File: config.mk
export PLATFORM = sky130hd
export DESIGN_NAME = stv_io_arb
export DESIGN_NICKNAME = d
export VERILOG_FILES = /design/src/rtl/stv_io_arb.sv
export SDC_FILE = /design/constraint.sdc
export NUM_CORES = 1
export LEC_CHECK = 0
export CAP_MARGIN = 40
export CORE_UTILIZATION = 47
export CTS_BUF_LIST = sky130_fd_sc_hd__clkbuf_8 sky130_fd_sc_hd__clkbuf_16
export DETAILED_ROUTE_END_ITERATION = 10
export PLACE_DENSITY = 0.9
export REMOVE_ABC_BUFFERS = 1
export SYNTH_ARGS = -nofsm -noshare
export SYNTH_HDL_FRONTEND = slang
export SYNTH_SLANG_ARGS = --single-unit
File: constraint.sdc
create_clock -name CLK -period 4.37 [get_ports CLK]
set_input_delay 0.874 -clock CLK [delete_from_list [all_inputs] [get_ports CLK]]
set_output_delay 0.874 -clock CLK [all_outputs]
set_load 0.03 [all_outputs]
File: src/rtl/stv_io_arb.sv
// Round-robin arbiter sharing one strobed I/O register bus between the main CPU
// (requester 0) and the host port (requester 1); one access in flight at a time.
module stv_io_arb #(
    parameter int STROBE_CYC  = 2,
    parameter int RECOVER_CYC = 1
) (
    input  logic       CLK,
    input  logic       RST_N,
    input  logic       CE,
    input  logic       R0_REQ,
    input  logic [5:0] R0_A,
    input  logic       R0_WE,
    input  logic [7:0] R0_WD,
    output logic       R0_ACK,
    output logic [7:0] R0_RD,
    input  logic       R1_REQ,
    input  logic [5:0] R1_A,
    input  logic       R1_WE,
    input  logic [7:0] R1_WD,
    output logic       R1_ACK,
    output logic [7:0] R1_RD,
    output logic [5:0] IO_A,
    output logic [7:0] IO_DO,
    input  logic [7:0] IO_DI,
    output logic       IO_CS_N,
    output logic       IO_RW_N
);
    typedef enum logic [1:0] {IDLE, SETUP, STROBE, RECOVER} state_t;

    localparam logic [3:0] STROBE_LOAD  = 4'(STROBE_CYC - 1);
    localparam logic [3:0] RECOVER_LOAD = 4'(RECOVER_CYC - 1);

    state_t     r_state, w_state_next;
    logic [3:0] r_cnt, w_cnt_next;
    logic       r_gnt;  // granted requester of the current/most recent access
    logic       r_we;
    logic [5:0] r_a;
    logic [7:0] r_wd;
    logic [7:0] r_rd0, r_rd1;
    logic       r_cs_n, r_rw_n, r_ack0, r_ack1;

    logic w_req_any, w_pick1, w_we_eff, w_gnt_eff, w_capture;
    logic w_cs_n_next, w_rw_n_next, w_ack_next;

    always_comb begin
        w_req_any    = R0_REQ | R1_REQ;
        w_pick1      = R1_REQ & (~R0_REQ | ~r_gnt);
        w_state_next = r_state;
        w_cnt_next   = r_cnt;
        w_capture    = 1'b0;
        case (r_state)
            IDLE: begin
                if (w_req_any) w_state_next = SETUP;
            end
            SETUP: begin
                w_state_next = STROBE;
                w_cnt_next   = STROBE_LOAD;
            end
            STROBE: begin
                if (r_cnt == 4'd0) begin
                    w_state_next = RECOVER;
                    w_cnt_next   = RECOVER_LOAD;
                    w_capture    = ~r_we;
                end else begin
                    w_cnt_next = r_cnt - 4'd1;
                end
            end
            RECOVER: begin
                if (r_cnt == 4'd0) w_state_next = IDLE;
                else               w_cnt_next   = r_cnt - 4'd1;
            end
            default: w_state_next = IDLE;
        endcase

        // Strobes are registered, so they are decoded from the state being entered
        w_we_eff    = (r_state == IDLE) ? (w_pick1 ? R1_WE : R0_WE) : r_we;
        w_gnt_eff   = (r_state == IDLE) ? w_pick1 : r_gnt;
        w_cs_n_next = 1'b1;
        w_rw_n_next = 1'b1;
        w_ack_next  = 1'b0;
        case (w_state_next)
            SETUP:   w_cs_n_next = ~w_we_eff;
            STROBE: begin
                w_cs_n_next = 1'b0;
                w_rw_n_next = ~w_we_eff;
            end
            RECOVER: w_ack_next = (w_cnt_next == 4'd0);
            default: ;
        endcase
    end

    always_ff @(posedge CLK or negedge RST_N) begin
        if (!RST_N) begin
            r_state <= IDLE;
            r_cnt   <= 4'd0;
            r_cs_n  <= 1'b1;
            r_rw_n  <= 1'b1;
            r_ack0  <= 1'b0;
            r_ack1  <= 1'b0;
        end else if (CE) begin
            r_state <= w_state_next;
            r_cnt   <= w_cnt_next;
            r_cs_n  <= w_cs_n_next;
            r_rw_n  <= w_rw_n_next;
            r_ack0  <= w_ack_next & ~w_gnt_eff;
            r_ack1  <= w_ack_next & w_gnt_eff;
        end
    end

    always_ff @(posedge CLK or negedge RST_N) begin
        if (!RST_N) begin
            r_gnt <= 1'b1;
            r_we  <= 1'b0;
            r_a   <= 6'd0;
            r_wd  <= 8'd0;
            r_rd0 <= 8'hFF;
            r_rd1 <= 8'hFF;
        end else if (CE) begin
            if (r_state == IDLE && w_req_any) begin
                r_gnt <= w_pick1;
                r_we  <= w_we_eff;
                r_a   <= w_pick1 ? R1_A : R0_A;
                r_wd  <= w_pick1 ? R1_WD : R0_WD;
            end
            if (w_capture) begin
                if (r_gnt) r_rd1 <= IO_DI;
                else       r_rd0 <= IO_DI;
            end
        end
    end

    assign R0_ACK  = r_ack0;
    assign R1_ACK  = r_ack1;
    assign R0_RD   = r_rd0;
    assign R1_RD   = r_rd1;
    assign IO_A    = r_a;
    assign IO_DO   = r_wd;
    assign IO_CS_N = r_cs_n;
    assign IO_RW_N = r_rw_n;
endmodule
==> flow_summary.ini, run 1 <==
[layout]
nets = 302
final-instance-count-excl-fill = 308
layout.cells.most_common = sky130_fd_sc_hd__clkdlybuf4s50_1
drive_gt1_share_pct = 20.93
area_growth_syn_to_layout_pct = 45.14
insertedDiodeCount = 0
mostFrequentLayoutCells = 75 x sky130_fd_sc_hd__clkdlybuf4s50_1, 30 x sky130_fd_sc_hd__nand2_1, 23 x sky130_fd_sc_hd__dfrtp_1, 19 x sky130_fd_sc_hd__dfstp_2, 18 x sky130_fd_sc_hd__o21ai_0

[clock_tree]
cts_tree = built
cts.sinks = 42
ctsResizeCount = 0
cts.repair_timing.setup_buffer_count = 0
cts.reportedPaths.clkPinSlew_ns = 0.08
cts_root_buffer = sky130_fd_sc_hd__clkbuf_8
cts-root-to-sink-buffers = 2
numCtsBuffers = 5
postCtsHoldBufs = 0
clk_latency_ns = 0.28
cts_max_level = 2

[floorplanning]
io_pins = 77
initial_core_util_pct = 50.12
placementRows = 23
design.core.area_mm2 = 0.004086
floorplan.die_area_mm2 = 0.004626
die_width_um = 68.02
dieHeight_um = 68.02

[timing]
timing.final.setup_violations = 0
timing.final.hold_violations = 0
tightest_slew_ns = 0.8286
fin_hold_ws_ns = 0.4794
finClkSkew_ns = 0.007264
max_slew_margin_pct = 44.61
timing.fmax_ghz = 0.3788
fin_setup_tns_ns = 0
period_minus_slack_ns = 2.640
worst_slack_ns = 1.730
rsz0062_at_grt = no
final_max_slew_viol_count = 0
final_min_period_over_clock_period_pct = 60.40

[global_route]
grt_util_all_layers_pct = 21.45
grt_pass1_wl_um = 7231
grt_start_max_net_pins = 30
grt_pass1_vias = 1577
globalRoute.totalOverflow = 0
antenna_violations_before_repair = 0

[critical_path]
maximum_single_stage_delay_on_the_critical_path_ns = 0.80
end_kind = flip-flop
reg2reg_setup_slack_ns = 1.84
crit_chain = clkdlybuf4s50_1 > nand3_1 > o21ai_0
r2r_end = R1_ACK
cp_data_arrival_time_ns = 2.82
startpoint_type = input port
slowest_stage = sky130_fd_sc_hd__clkdlybuf4s50_1
worst-r2r-cell-count = 9
critical_path_class = in -> reg
startpoint_of_the_worst_slack_reg_to_reg_timing_path = r_cnt[0]
crit_path_max_fanout = 29
critPathRequiredTime_ns = 4.55

[routing]
vias = 1624
drt_iter0_drc = 52
routedWlPerCell_um = 14.41
detail-route-antenna-nets = 0
drt_pass1_iterations = 4
drt-vias-per-instance = 5.273
drc_markers = 0
wirelength_um = 4437

[synth]
yosysTopAreaCell = sky130_fd_sc_hd__dfrtp_1
synth_async_sr_flop_share_pct = 100.0
synthFlopType = sky130_fd_sc_hd__dfrtp_1
mappedNetlistArea_mm2 = 0.002048
synth_edf_count = 0
yosys_warnings = 0
yosys-top-cells-area = sky130_fd_sc_hd__dfrtp_1 28%, sky130_fd_sc_hd__dfstp_2 24%, sky130_fd_sc_hd__mux2i_1 7.8%, sky130_fd_sc_hd__mux2_4 5.9%, sky130_fd_sc_hd__nand2_1 5.5%
ys_seq_elements = 42
synth_seq_area_share_pct = 52.47
syn_area_per_cell_um2 = 11.32
area_share_of_the_largest_cell_type_after_synthesis_pct = 28.10
postSynthCellCount = 181
netlist-cell-type-count = 39

[hold_path]
worstHoldPathCells = 2
min_to = IO_A[2]
holdCritStartpoint = IO_A[2]
worst_hold_path_type = reg -> reg

[power]
ir_worst_vdd_mv = 0.3814
report.power.total_mw = 2.066
power.static_leakage_nw = 1.282
powerDensity_mw_per_mm2 = 694.9

[job]
drv_cap = 0

[place]
placed_cells = 300
gp_congestion = 0.7759
place_worst_setup_slack_ns = 1.392
hpwl_detailed_um = 3374
io_buffer_count = 76

[outcome]
status = completed
-- critical path: cells and delay by family --
kind	cells	cell delay, ns
buf+inv	1	0.80
simple gates	1	0.72
compound gates	1	0.42
-- Yosys cell counts (2+ instances only) --
cell type	n
sky130_fd_sc_hd__a21oi_1	2
sky130_fd_sc_hd__a31oi_1	2
sky130_fd_sc_hd__clkbuf_1	6
sky130_fd_sc_hd__dfrtp_1	23
sky130_fd_sc_hd__dfstp_2	19
sky130_fd_sc_hd__ha_1	2
sky130_fd_sc_hd__inv_1	6
sky130_fd_sc_hd__mux2_2	8
sky130_fd_sc_hd__mux2_4	8
sky130_fd_sc_hd__mux2i_1	16
sky130_fd_sc_hd__nand2_1	30
sky130_fd_sc_hd__nand2b_1	2
sky130_fd_sc_hd__nand3_1	6
sky130_fd_sc_hd__nor2_1	5
sky130_fd_sc_hd__nor2b_1	3
sky130_fd_sc_hd__o21ai_0	18
sky130_fd_sc_hd__or2_2	3
-- sequential cells by signal, summed over array words and instances, names as in the netlist --
name / count
IO_A: 6
IO_CS_N: 1
IO_DO: 8
IO_RW_N: 1
R0_ACK: 1
R0_RD: 8
R1_ACK: 1
R1_RD: 8
r_cnt: 4
r_gnt: 1
r_state: 2
r_we: 1
-- worst max-delay path by stage --
stage                 from        to  slack [ns]  cells past startpoint
floorplan           R1_REQ    R1_ACK        1.11                      3
detailed placement      CE  IO_DO[2]        1.39                      3
global placement        CE   IO_A[0]        1.49                      4
global route            CE   IO_A[1]        1.43                      4
finish                  CE  IO_DO[2]        1.73                      3
CTS                     CE  IO_DO[2]        1.69                      3
-- through the flow --
step / instance area (um2) / util (%)
after floorplan: 2006 / -
after global placement: 2835 / 69.38
after detailed placement: 2863 / 70.06
after CTS: 2973 / 72.75
after global routing: 2973 / 72.75
final: 2973 / 72.75
-- power breakdown --
| part | switching, mW | leakage [nW] | internal (mW) | total [mW] |
|---|---|---|---|---|
| Combinational | 0.544 | 0.743 | 0.471 | 1.02 |
| Clock | 0.126 | 0.0556 | 0.168 | 0.294 |
| Sequential | 0.148 | 0.484 | 0.608 | 0.756 |
| Total | 0.819 | 1.28 | 1.25 | 2.07 |
-- final cells by class --
| cell class | count | area, um2 |
|---|---|---|
| Fill cell | 278 | 1114 |
| Sequential cell | 42 | 1075 |
| Multi-Input combinational cell | 124 | 912.1 |
| Timing Repair Buffer | 78 | 790.8 |
| Clock buffer | 5 | 68.82 |
| Tap cell | 50 | 62.56 |
| Clock inverter | 3 | 41.29 |
| Inverter | 6 | 22.52 |
-- kinds of logic (layout without fill, tap and decap cells) --
logic type	after synthesis	in the layout	share of synthesized area, %
fa+ha+maj	2	2	1.222
mux	32	32	18.08
compound gates	33	33	10.02
buf+inv	15	92	3.176
simple gates	57	57	15.03
flops	42	42	52.47
-- layer usage --
layer	track usage [%]	vias up	share of wire [%]
met3	5.667	7	6.4
li1	-	787	-
met1	26.18	772	41
met2	36.03	58	51
met4	8.073	0	1.4
met5	0	-	0
(Power assumes the default switching activity.)
==> inputs of run 2 (changes only) <==
Settings changed: CORE_UTILIZATION 47 to 40, PLACE_DENSITY 0.9 to 0.83.
Clock period 4.37 ns to 2.2 ns, I/O delays scaled along.
==> flow_summary.ini, run 2 (same netlist as run 1, synthesis figures left out) <==
[outcome]
status = completed

[critical_path]
worst-r2r-cell-count = 7
reg2reg_setup_slack_ns = 0.10
r2r_end = R1_RD[3]
timing.critical_path.buf_inv = 2
end_kind = flip-flop
startpoint_type = flip-flop
critPathRequiredTime_ns = 2.42
critical_path_class = reg -> reg
maximum_single_stage_delay_on_the_critical_path_ns = 0.59
critPathLaunch = r_cnt[1]
startpoint_of_the_worst_slack_reg_to_reg_timing_path = r_cnt[1]
slowest_stage = sky130_fd_sc_hd__or4b_4
crit_chain = inv_1 > ha_4 > nor3b_4 > buf_4 > nand2_4 > or4b_4 > mux2_4
crit_path_max_fanout = 8
cp_data_arrival_time_ns = 2.32
crit_family = simple AND/OR/NAND/NOR gates

[layout]
final-instance-count-excl-fill = 331
num-fill-cells = 416
finalCoreUtilization_pct = 62.73
drive_gt1_share_pct = 24.62
nets = 308
mostFrequentLayoutCells = 75 x sky130_fd_sc_hd__clkdlybuf4s50_1, 30 x sky130_fd_sc_hd__nand2_1, 23 x sky130_fd_sc_hd__dfrtp_1, 19 x sky130_fd_sc_hd__dfstp_2, 18 x sky130_fd_sc_hd__o21ai_0
layout.cells.most_common = sky130_fd_sc_hd__clkdlybuf4s50_1
area_growth_syn_to_layout_pct = 47.53
insertedDiodeCount = 0

[power]
powerDensity_mw_per_mm2 = 1357
pwr-share-comb_pct = 52.2
swShare_pct = 40.79
sw_pwr_mw = 1.673
ir_worst_vdd_mv = 0.5597
power.internal_mw = 2.428
power.static_leakage_nw = 1.302
clkPwrFrac_pct = 12.2
seq_power_share_pct = 35.5

[floorplanning]
floorplan.die_area_mm2 = 0.005410
placementRows = 25
initial_core_util_pct = 42.52
design.core.area_mm2 = 0.004817
dieHeight_um = 73.56
io_pins = 77
die_width_um = 73.56

[routing]
vias = 1634
drt_pass1_iterations = 4
routedWlPerCell_um = 13.10
drc_markers = 0
detail-route-antenna-nets = 0
drt-vias-per-instance = 4.937
drt_iter0_drc = 104
wirelength_um = 4336

[clock_tree]
numCtsBuffers = 5
cts-root-to-sink-buffers = 2
cts.repair_timing.setup_buffer_count = 0
clk_latency_ns = 0.29
cts.reportedPaths.clkPinSlew_ns = 0.09
cts_tree = built
cts.sinks = 42
cts_root_buffer = sky130_fd_sc_hd__clkbuf_8
cts_max_level = 2

[place]
gp_congestion = 0.8875
placed_cells = 323
place_worst_setup_slack_ns = -0.04368
hpwl_detailed_um = 3205
io_buffer_count = 76

[timing]
worst_slack_ns = 0.1027
finClkSkew_ns = 0.008304
timing.final.setup_violations = 0
period_minus_slack_ns = 2.097
max_slew_margin_pct = 65.63
timing.final.hold_violations = 0
tightest_slew_ns = 0.5156
timing.fmax_ghz = 0.4768
final_min_period_over_clock_period_pct = 95.33
final_max_slew_viol_count = 0

[global_route]
grt_pass1_vias = 1680
grt_pass1_wl_um = 7189
antenna_violations_before_repair = 0
grt_util_all_layers_pct = 17.39
grt_start_max_net_pins = 43
globalRoute.totalOverflow = 0

[hold_path]
worst_hold_path_type = in -> async

[job]
drv_cap = 0
==> run 2: cell count changes in the layout (fill, tap and decap cells not counted), sizes merged <==
cell      delta
clkinv       +2
buf          +6
bufinv       -1
clkinvlp     -1
==> run 2: repair_timing <==
action	4_1_cts	5_1_grt
gates resized for setup	1	4
hold buffers	0	0
setup endpoints to repair	10	10
pin swaps	2	3
==> run 2: worst max-delay path by stage <==
stage	endpoint	slack (ns)	cells past startpoint
after floorplan	R1_ACK	-0.63	3
final	R1_RD[3]	0.10	7
after global routing	R0_ACK	-0.01	9
after detailed placement	R1_ACK	-0.04	9
after CTS	R0_ACK	0.01	9
after global placement	R1_RD[6]	0.07	7
==> run 2: area by class of cell <==
class	count	area, um2	area share, %
flip-flops and latches	42	1075	35.57
multi-input cells	124	935.9	30.97
repair buffers	84	815.8	27.00
well taps	67	83.83	2.774
clock buffers	5	68.82	2.277
inverters	6	22.52	0.7453
clock inverters	3	20.02	0.6625
==> run 2: per-stage QoR <==
step / cell area (um2) / power [mW] / hold slack [ns] / setup TNS (ns)
floorplan: 2006 / 2.721 / 0.1444 / -9.333
global placement: 2909 / 3.510 / 0.4608 / 0
finish: 3022 / 4.101 / 0.2033 / 0
detailed placement: 2909 / 3.566 / 0.4698 / -0.04368
global route: 3022 / 4.374 / 0.2472 / -0.01294
CTS: 3000 / 4.081 / 0.2189 / 0
==> run 2: power groups by stage <==
stage	sequential, mW	combinational (mW)	clock [mW]
3_3_place_gp	1.46	2.05	0
2_1_floorplan	2.00	0.726	0
3_5_place_dp	1.47	2.10	0
6_report	1.46	2.14	0.501
4_1_cts	1.46	2.11	0.516
5_1_grt	1.51	2.32	0.549
==> run 2: metal layers <==
metal | track usage [%] | part of all wire [%] | up-vias
met5 | 0 | 0 | -
met4 | 5.769 | 0.74 | 0
met3 | 5.898 | 7.3 | 4
met2 | 30.07 | 51 | 66
met1 | 20.14 | 41 | 760
li1 | - | - | 804
